$ cat src/rtl/gj_pkg.sv
// Shared definitions for the Gauss-Jordan inversion block: matrix order,
// element width, row-op encoding, sequencer states and the row-op command.
package gj_pkg;

  localparam int GJ_N  = 5;
  localparam int GJ_W  = 8;
  localparam int GJ_RW = $clog2(GJ_N);

  typedef enum logic {
    OP_ADD  = 1'b0,
    OP_ELIM = 1'b1
  } op_e;

  typedef enum logic [3:0] {
    S_IDLE,
    S_RD_PIV,
    S_WAIT,
    S_CHECK,
    S_SRCH_RD,
    S_SRCH_WAIT,
    S_SRCH_CHK,
    S_ISSUE_ADD,
    S_ELIM_SEL,
    S_ISSUE_ELIM,
    S_NEXT,
    S_SINGULAR,
    S_FINISH
  } state_e;

  typedef struct packed {
    op_e              op;
    logic [GJ_RW-1:0] dst;
    logic [GJ_RW-1:0] src;
  } cmd_t;

endpackage

$ cat src/rtl/gj_inv_sequencer.sv
// Gauss-Jordan inversion control sequencer: walks pivots, fixes zero
// pivots with a row-add from a lower row, issues one ELIM per non-pivot
// row, and reports done/singular.
// Ports: clk, rst (async high), start, busy, done, singular, pivot,
//        rd_row/rd_col/rd_data (1-cycle registered read port),
//        cmd_valid/cmd_ready handshake with cmd_op/cmd_dst/cmd_src.
module gj_inv_sequencer
  import gj_pkg::*;
#(
  parameter int N  = GJ_N,
  parameter int W  = GJ_W,
  parameter int RW = $clog2(N)
) (
  input  logic          clk,
  input  logic          rst,
  input  logic          start,
  output logic          busy,
  output logic          done,
  output logic          singular,
  output logic [RW-1:0] pivot,
  output logic [RW-1:0] rd_row,
  output logic [RW-1:0] rd_col,
  input  logic [W-1:0]  rd_data,
  output logic          cmd_valid,
  input  logic          cmd_ready,
  output logic          cmd_op,
  output logic [RW-1:0] cmd_dst,
  output logic [RW-1:0] cmd_src
);

  localparam logic [RW-1:0] LAST = RW'(N - 1);

  state_e        r_state, w_state;
  logic [RW-1:0] r_pivot, w_pivot;
  // Row cursor: elimination row in ELIM_*, search row in SRCH_*.
  logic [RW-1:0] r_row, w_row;
  logic [RW-1:0] r_rd_row, w_rd_row;
  logic [RW-1:0] r_rd_col, w_rd_col;
  logic          r_valid, w_valid;
  op_e           r_op, w_op;
  logic [RW-1:0] r_dst, w_dst;
  logic [RW-1:0] r_src, w_src;
  logic          r_busy, w_busy;
  logic          r_done, w_done;
  logic          r_sing, w_sing;
  logic          w_nz;

  assign w_nz = (rd_data != '0);

  always_ff @(posedge clk or posedge rst) begin
    if (rst) begin
      r_state  <= S_IDLE;
      r_pivot  <= '0;
      r_row    <= '0;
      r_rd_row <= '0;
      r_rd_col <= '0;
      r_valid  <= 1'b0;
      r_op     <= OP_ADD;
      r_dst    <= '0;
      r_src    <= '0;
      r_busy   <= 1'b0;
      r_done   <= 1'b0;
      r_sing   <= 1'b0;
    end else begin
      r_state  <= w_state;
      r_pivot  <= w_pivot;
      r_row    <= w_row;
      r_rd_row <= w_rd_row;
      r_rd_col <= w_rd_col;
      r_valid  <= w_valid;
      r_op     <= w_op;
      r_dst    <= w_dst;
      r_src    <= w_src;
      r_busy   <= w_busy;
      r_done   <= w_done;
      r_sing   <= w_sing;
    end
  end

  // Outputs are registered, so every field is set on the edge that
  // enters the state that needs it and is held stable afterwards.
  always_comb begin
    w_state  = r_state;
    w_pivot  = r_pivot;
    w_row    = r_row;
    w_rd_row = r_rd_row;
    w_rd_col = r_rd_col;
    w_valid  = r_valid;
    w_op     = r_op;
    w_dst    = r_dst;
    w_src    = r_src;
    w_busy   = r_busy;
    w_done   = 1'b0;
    w_sing   = r_sing;
    unique case (r_state)
      S_IDLE: begin
        if (start) begin
          w_state  = S_RD_PIV;
          w_pivot  = '0;
          w_sing   = 1'b0;
          w_busy   = 1'b1;
          w_rd_row = '0;
          w_rd_col = '0;
        end
      end
      S_RD_PIV: w_state = S_WAIT;
      S_WAIT:   w_state = S_CHECK;
      S_CHECK: begin
        if (w_nz) begin
          w_row   = '0;
          w_state = S_ELIM_SEL;
        end else if (r_pivot == LAST) begin
          w_state = S_SINGULAR;
        end else begin
          w_row    = r_pivot + 1'b1;
          w_rd_row = r_pivot + 1'b1;
          w_rd_col = r_pivot;
          w_state  = S_SRCH_RD;
        end
      end
      S_SRCH_RD:   w_state = S_SRCH_WAIT;
      S_SRCH_WAIT: w_state = S_SRCH_CHK;
      S_SRCH_CHK: begin
        if (w_nz) begin
          w_valid = 1'b1;
          w_op    = OP_ADD;
          w_dst   = r_pivot;
          w_src   = r_row;
          w_state = S_ISSUE_ADD;
        end else if (r_row == LAST) begin
          w_state = S_SINGULAR;
        end else begin
          w_row    = r_row + 1'b1;
          w_rd_row = r_row + 1'b1;
          w_state  = S_SRCH_RD;
        end
      end
      S_ISSUE_ADD: begin
        if (cmd_ready) begin
          // Pivot row changed: re-read it before eliminating.
          w_valid  = 1'b0;
          w_rd_row = r_pivot;
          w_rd_col = r_pivot;
          w_state  = S_RD_PIV;
        end
      end
      S_ELIM_SEL: begin
        if (r_row == r_pivot) begin
          if (r_row == LAST) begin
            w_state = S_NEXT;
          end else begin
            w_row = r_row + 1'b1;
          end
        end else begin
          w_valid = 1'b1;
          w_op    = OP_ELIM;
          w_dst   = r_row;
          w_src   = r_pivot;
          w_state = S_ISSUE_ELIM;
        end
      end
      S_ISSUE_ELIM: begin
        if (cmd_ready) begin
          w_valid = 1'b0;
          if (r_row == LAST) begin
            w_state = S_NEXT;
          end else begin
            w_row   = r_row + 1'b1;
            w_state = S_ELIM_SEL;
          end
        end
      end
      S_NEXT: begin
        if (r_pivot == LAST) begin
          w_busy  = 1'b0;
          w_done  = 1'b1;
          w_state = S_FINISH;
        end else begin
          w_pivot  = r_pivot + 1'b1;
          w_rd_row = r_pivot + 1'b1;
          w_rd_col = r_pivot + 1'b1;
          w_state  = S_RD_PIV;
        end
      end
      S_SINGULAR: begin
        w_sing  = 1'b1;
        w_busy  = 1'b0;
        w_done  = 1'b1;
        w_state = S_FINISH;
      end
      S_FINISH: w_state = S_IDLE;
      default:  w_state = S_IDLE;
    endcase
  end

  assign busy      = r_busy;
  assign done      = r_done;
  assign singular  = r_sing;
  assign pivot     = r_pivot;
  assign rd_row    = r_rd_row;
  assign rd_col    = r_rd_col;
  assign cmd_valid = r_valid;
  assign cmd_op    = r_op;
  assign cmd_dst   = r_dst;
  assign cmd_src   = r_src;

endmodule

$ cat config.mk
export PLATFORM = sky130hd
export DESIGN_NAME = gj_inv_sequencer
export DESIGN_NICKNAME = d
export VERILOG_FILES = /design/src/rtl/gj_pkg.sv /design/src/rtl/gj_inv_sequencer.sv
export SDC_FILE = /design/constraint.sdc
export NUM_CORES = 1
export LEC_CHECK = 0
export BUFFER_PORTS_ARGS = -buffer_cell sky130_fd_sc_hd__buf_2
export CAP_MARGIN = 40
export CORE_MARGIN = 4
export CORE_UTILIZATION = 34
export DETAILED_ROUTE_END_ITERATION = 16
export MAX_ROUTING_LAYER = met4
export PLACE_DENSITY = 0.53
export SYNTH_ARGS = -nofsm -noshare
export SYNTH_HDL_FRONTEND = slang
export SYNTH_SLANG_ARGS = --single-unit
export TNS_END_PERCENT = 1
$ cat constraint.sdc
create_clock -name clk -period 4.4 [get_ports clk]
set_input_delay 0.88 -clock clk [delete_from_list [all_inputs] [get_ports clk]]
set_output_delay 0.88 -clock clk [all_outputs]
set_load 0.02 [all_outputs]
Word level (Yosys, flattened, before mapping)

Cells that the tools add are included.
W data, S select, Z words.

Bits in registers: 27
Input port bits: 12
Output and inout port bits: 20

$add $sub $neg: 2
Equal/unequal tests: 29
Mux-type cells: 49
Reductions and logical operators: 20

Operators by type and width:

| cell                  | count |
|---|---|
| $mux W3               | 18 |
| $pmux W4 S12          | 1 |
| $mux W4               | 10 |
| $ne A2 B2 Y1 const B  | 12 |
| $pmux W3 S4           | 2 |
| $pmux W3 S2           | 3 |
| $eq A4 B3 Y1 const B  | 4 |
| $eq A4 B4 Y1 const B  | 4 |
| $pmux W3 S5           | 1 |
| $reduce_and A6 Y1     | 2 |
| $reduce_and A3 Y1     | 3 |
| $eq A4 B2 Y1 const B  | 2 |
| $mux W1               | 8 |
| $reduce_and A4 Y1     | 2 |
| $reduce_bool A4 Y1    | 2 |
| $reduce_bool A8 Y1    | 1 |
| $add A3 B1 Y3 const B | 2 |
| $eq A3 B3 Y1 const B  | 2 |
| $ne A3 B3 Y1 const B  | 2 |
| $pmux W1 S2           | 3 |
| $pmux W1 S3           | 2 |
| $reduce_bool A2 Y1    | 3 |
| $reduce_bool A3 Y1    | 2 |
| $reduce_and A5 Y1     | 1 |
| 8 further kinds       | 8 |

Logic depth before layout (Yosys ltp)

Word-level depth: 4
Mapped depth: 8
Mapped depth without buffers: 7

Worst setup path before layout

No wires, ideal clock.

Path kind: input -> register
From: input port rd_data[1]
To: register r_rd_row[2] (netlist: rd_row[2])
Arrival: 2148 ps
Data required time: 4272 ps
Slack: 2125 ps
Stages on the path: 5
Path through: nor4_4 > and3_1 > o32ai_2 > a211oi_4 > mux2_1

Cells in the longest elaborated chain, start to end: 3
Elaborated cells between the ends (all ways): 4

RTL lines:

| element                                | line                   | RTL |
|---|---|---|
| start: declaration                     | gj_inv_sequencer.sv:23 | `input logic [W-1:0] rd_data,` |
| $reduce_bool A8 Y1 (*)                 | gj_inv_sequencer.sv:48 | `assign w_nz = (rd_data != '0);` |
| $ne A2 B2 Y1 (no source line)          | n/a                    |  |
| $reduce_and A6 Y1 (no source line) (*) | n/a                    |  |
| end signal: assignment                 | gj_inv_sequencer.sv:68 | `r_rd_row <= w_rd_row;` |
| end: declaration                       | gj_inv_sequencer.sv:37 | `logic [RW-1:0] r_rd_row, w_rd_row;` |

Mark *: on every way between the ends. The rest lies on a longest branch, timed or not.
A chain may end at the register's enable or synchronous reset.

Worst setup path in the final report

From: register r_state[3]
To: register r_dst[0] (netlist: cmd_dst[0])

Cells in the longest elaborated chain, start to end: 3
Elaborated cells between the ends (all ways): 7

RTL lines:

| element                                                             | line                   | RTL |
|---|---|---|
| start: declaration                                                  | gj_inv_sequencer.sv:33 | `state_e r_state, w_state;` |
| start signal: assignment                                            | gj_inv_sequencer.sv:65 | `r_state <= w_state;` |
| $eq A4 B4 Y1 or $eq A4 B3 Y1 (tied branches)                        | gj_inv_sequencer.sv:95 | `unique case (r_state)` |
| $ne A2 B2 Y1 (no source line) or $reduce_bool A2 Y1 (tied branches) | n/a                    |  |
| $reduce_and A3 Y1 (no source line)                                  | n/a                    |  |
| end signal: assignment                                              | gj_inv_sequencer.sv:72 | `r_dst <= w_dst;` |
| end: declaration                                                    | gj_inv_sequencer.sv:41 | `logic [RW-1:0] r_dst, w_dst;` |

Parallel ways exist; a longest one is shown, timed or not.

==> run_results.csv <==
group,metric,value,unit
logic_synthesis,synth-edff-count,0,
detailed_routing,route.detailed.drc,0,
floorplan,io_pins,32,
clock_network,cts.clk_slew.worst_paths,0.10,ns
cells_and_area,multi_input_area,1146,um^2
clock_network,cts_made_buffers,3,
timing,final.setup.tns,0,ns
worst_setup_path,start_kind,"register",
logic_synthesis,ys_top_cells_by_count,"nand2_1, dfrtp_1, nor2_1, o21ai_0, inv_1",
detailed_routing,vias_per_cell,5.204,
grt,grt_pass1_wl,7976,um
logic_synthesis,netlist_area,1936,um^2
clock_network,insertion_delay,0.28,ns
logic_synthesis,ys_types,56,
clock_network,cts_tree,"yes",
cells_and_area,fin_cells,314,
pwr,powerDensity,661.4,nW/um^2
grt,grt_remaining_overflow,0,
run,cap_violations,0,
logic_synthesis,synth_top_area_share,34.91,%
hold_path,hold_path_end,"cmd_op",
clock_network,cts_resized,0,
logic_synthesis,ys_seq_elements,27,
detailed_routing,routed_wl,4596,um
worst_setup_path,path_cells,"nand2b_1 > nor2_1 > o21ai_0 > mux2_2",
timing,drv_slew,0,
worst_setup_path,r2r-end,"cmd_dst[0]",
clock_network,cts.sinks,27,
worst_setup_path,cp_max_fo,23,
logic_synthesis,yosys_warnings,0,
logic_synthesis,synth.most_common_cell,"nand2_1",
grt,grt_max_degree,26,
cells_and_area,num-nets-final,259,
detailed_routing,vias,1634,
worst_setup_path,slowest_stage,"dfrtp_1",
floorplan,die_h,83.45,um
cells_and_area,regArea,675.6,um^2
hold_path,hold_depth,1,
timing,worst_pin_slew,0.7604,ns
detailed_routing,drtAntennaViolNets,0,
grt,track_usage,14.26,%
pwr,power.total,1.447,mW
worst_setup_path,worstReg2RegStart,"r_state[3]",
floorplan,core,5507,um^2
timing,hold_violations,0,
place,dp_slack,1.863,ns
detailed_routing,wl_per_cell,14.64,um
logic_synthesis,async_reset_ff_share,100.0,%
clock_network,ctsLongestPathBuffers,2,
floorplan,rows,27,
timing,rsz0062_at_grt,"no",
detailed_routing,drtIter0Drc,140,
timing,setup_violations,0,
cells_and_area,drive_gt1_share,21.49,%
clock_network,cts_setup_buffers,0,
place,place.detailed.hpwl,3498,um
place,port_buffers,31,
clock_network,hold_buffers,0,
timing,layout_setup_ws,1.967,ns
cells_and_area,synthToLayoutAreaGrowth,13.06,%
detailed_routing,first_pass_iters,4,
timing,clock_skew,0.003045,ns
place,dpl_cell_area,2143,um^2
pwr,power.leakage,0.9952,nW
cells_and_area,fillers,558,
logic_synthesis,synth_ff_type,"dfrtp_1",
hold_path,hp-class,"register to register",
worst_setup_path,arrival,2.60,ns
pwr,ir_worst_vdd,0.0001674,V
cells_and_area,diodes,0,
worst_setup_path,crit_buf_inv,0,
hold_path,worstHoldStart,"cmd_op",
place,post-place-cells,310,
floorplan,dieArea,6964,um^2
run_status,status,"finished clean",
floorplan,fp.dieW,83.45,um
worst_setup_path,critical_path_class,"register to register",
logic_synthesis,synth.avg_cell_area,8.838,um^2
worst_setup_path,required,4.57,ns
grt,grt_pass1_vias,1661,
clock_network,clockRootBuffer,"clkbuf_8",
worst_setup_path,end_kind,"register",
grt,antenna_found_initial,0,
timing,period_needed,2.433,ns
worst_setup_path,r2r_cells,4,
timing,fmax,411.0,MHz
logic_synthesis,netlist_instances,219,
worst_setup_path,worst_path_dominant_cell_family,"simple AND/OR/NAND/NOR gates",
place,gp_congestion,0.8452,
floorplan,start_util,35.15,%
worst_setup_path,critPathMaxStageDelay,0.81,ns
timing,relSlewSlack,49.31,%
logic_synthesis,synth.yosys.seq_area_share,34.91,%
timing,fin_crit_sh,55.30,%
cells_and_area,design_area,2188,um^2
logic_synthesis,synth_area_leaders,"dfrtp_1, nand2_1, mux2_2",
clock_network,cts-htree-levels,1,
logic_synthesis,syn-num-nets,235,
worst_setup_path,reg2reg_slack,1.97,ns
logic_synthesis,yosysTopAreaCell,"dfrtp_1",
## worst reg2reg max path, delay by kind of cell (launching register included)
kind	cells	cell delay (ns)
compound gates	1	0.20
simple gates	2	1.03
flops	1	0.81
mux	1	0.29
## where the power goes
group          total, mW  switching (mW)  internal (mW)  leakage [nW]
Sequential         0.497           0.161          0.337         0.352
Clock              0.146          0.0812         0.0651        0.0228
Combinational      0.804           0.447          0.357         0.620
## logic make-up after synthesis
logic type / Yosys count / synth area share, %
buffers and inverters: 26 / 5.882
xor gates and xnor gates: 8 / 3.620
AOI/OAI and AO/OA: 57 / 22.30
muxes: 13 / 7.240
adders and majority gates: 4 / 2.586
DFF: 27 / 34.91
and+or+nand+nor: 84 / 23.46
## per-layer routing
layer | wire, um | vias to the layer above | share of wire [%] | GRT usage (%)
li1 | - | 825 | - | -
met4 | 66 | 0 | 1.4 | 4.240
met1 | 2120 | 767 | 46 | 18.67
met5 | 0 | - | 0 | -
met3 | 145 | 7 | 3.2 | 1.876
met2 | 2263 | 35 | 49 | 23.10
## through the flow
step	hold WS [ns]	util, %
finish	0.4954	39.74
floorplan	0.5717	-
CTS	0.4973	39.74
detailed placement	0.4732	38.92
global placement	0.4693	38.42
global route	0.5029	39.74
## how the worst max path moves through the flow
| stage | from | endpoint | slack [ns] | cells past startpoint |
|---|---|---|---|---|
| final | r_state[3] | cmd_dst[0] | 1.97 | 4 |
| after global routing | r_state[3] | r_state[0] | 1.74 | 4 |
| after CTS | r_state[3] | cmd_dst[0] | 2.00 | 4 |
| after detailed placement | rd_data[5] | rd_row[2] | 1.86 | 6 |
| after global placement | rd_data[1] | rd_row[2] | 1.92 | 6 |
| after floorplan | rd_data[1] | rd_row[2] | 2.12 | 5 |
## layout make-up
| class | instances | share of cell area [%] |
|---|---|---|
| well taps | 72 | 4.117 |
| inverters | 13 | 2.230 |
| repair buffers | 32 | 8.348 |
| multi-input cells | 166 | 52.37 |
| flip-flops and latches | 27 | 30.87 |
| clock buffers | 4 | 2.058 |
## flip-flops by register name (all words and copies together), names as in the netlist
register,flops
pivot,3
cmd_dst,3
cmd_valid,1
r_state,4
rd_row,3
cmd_src,3
r_row,3
singular,1
busy,1
rd_col,3
done,1
cmd_op,1
## layout by cell type (no fill, tap or decap), types with 4 or more instances in the layout
master / synthesis / layout
a21o_1: 5 / 5
nor3_1: 6 / 6
mux2i_1: 5 / 5
nand2_1: 29 / 29
nor2_1: 15 / 15
inv_1: 13 / 13
dfrtp_1: 27 / 27
xor2_1: 5 / 5
o21ai_0: 15 / 15
ha_1: 4 / 4
a21oi_1: 9 / 9
mux2_2: 7 / 7
buf_2: 6 / 31
nor2b_1: 4 / 4
nand2b_1: 7 / 7
No activity file was read; power rests on OpenSTA's default activity.
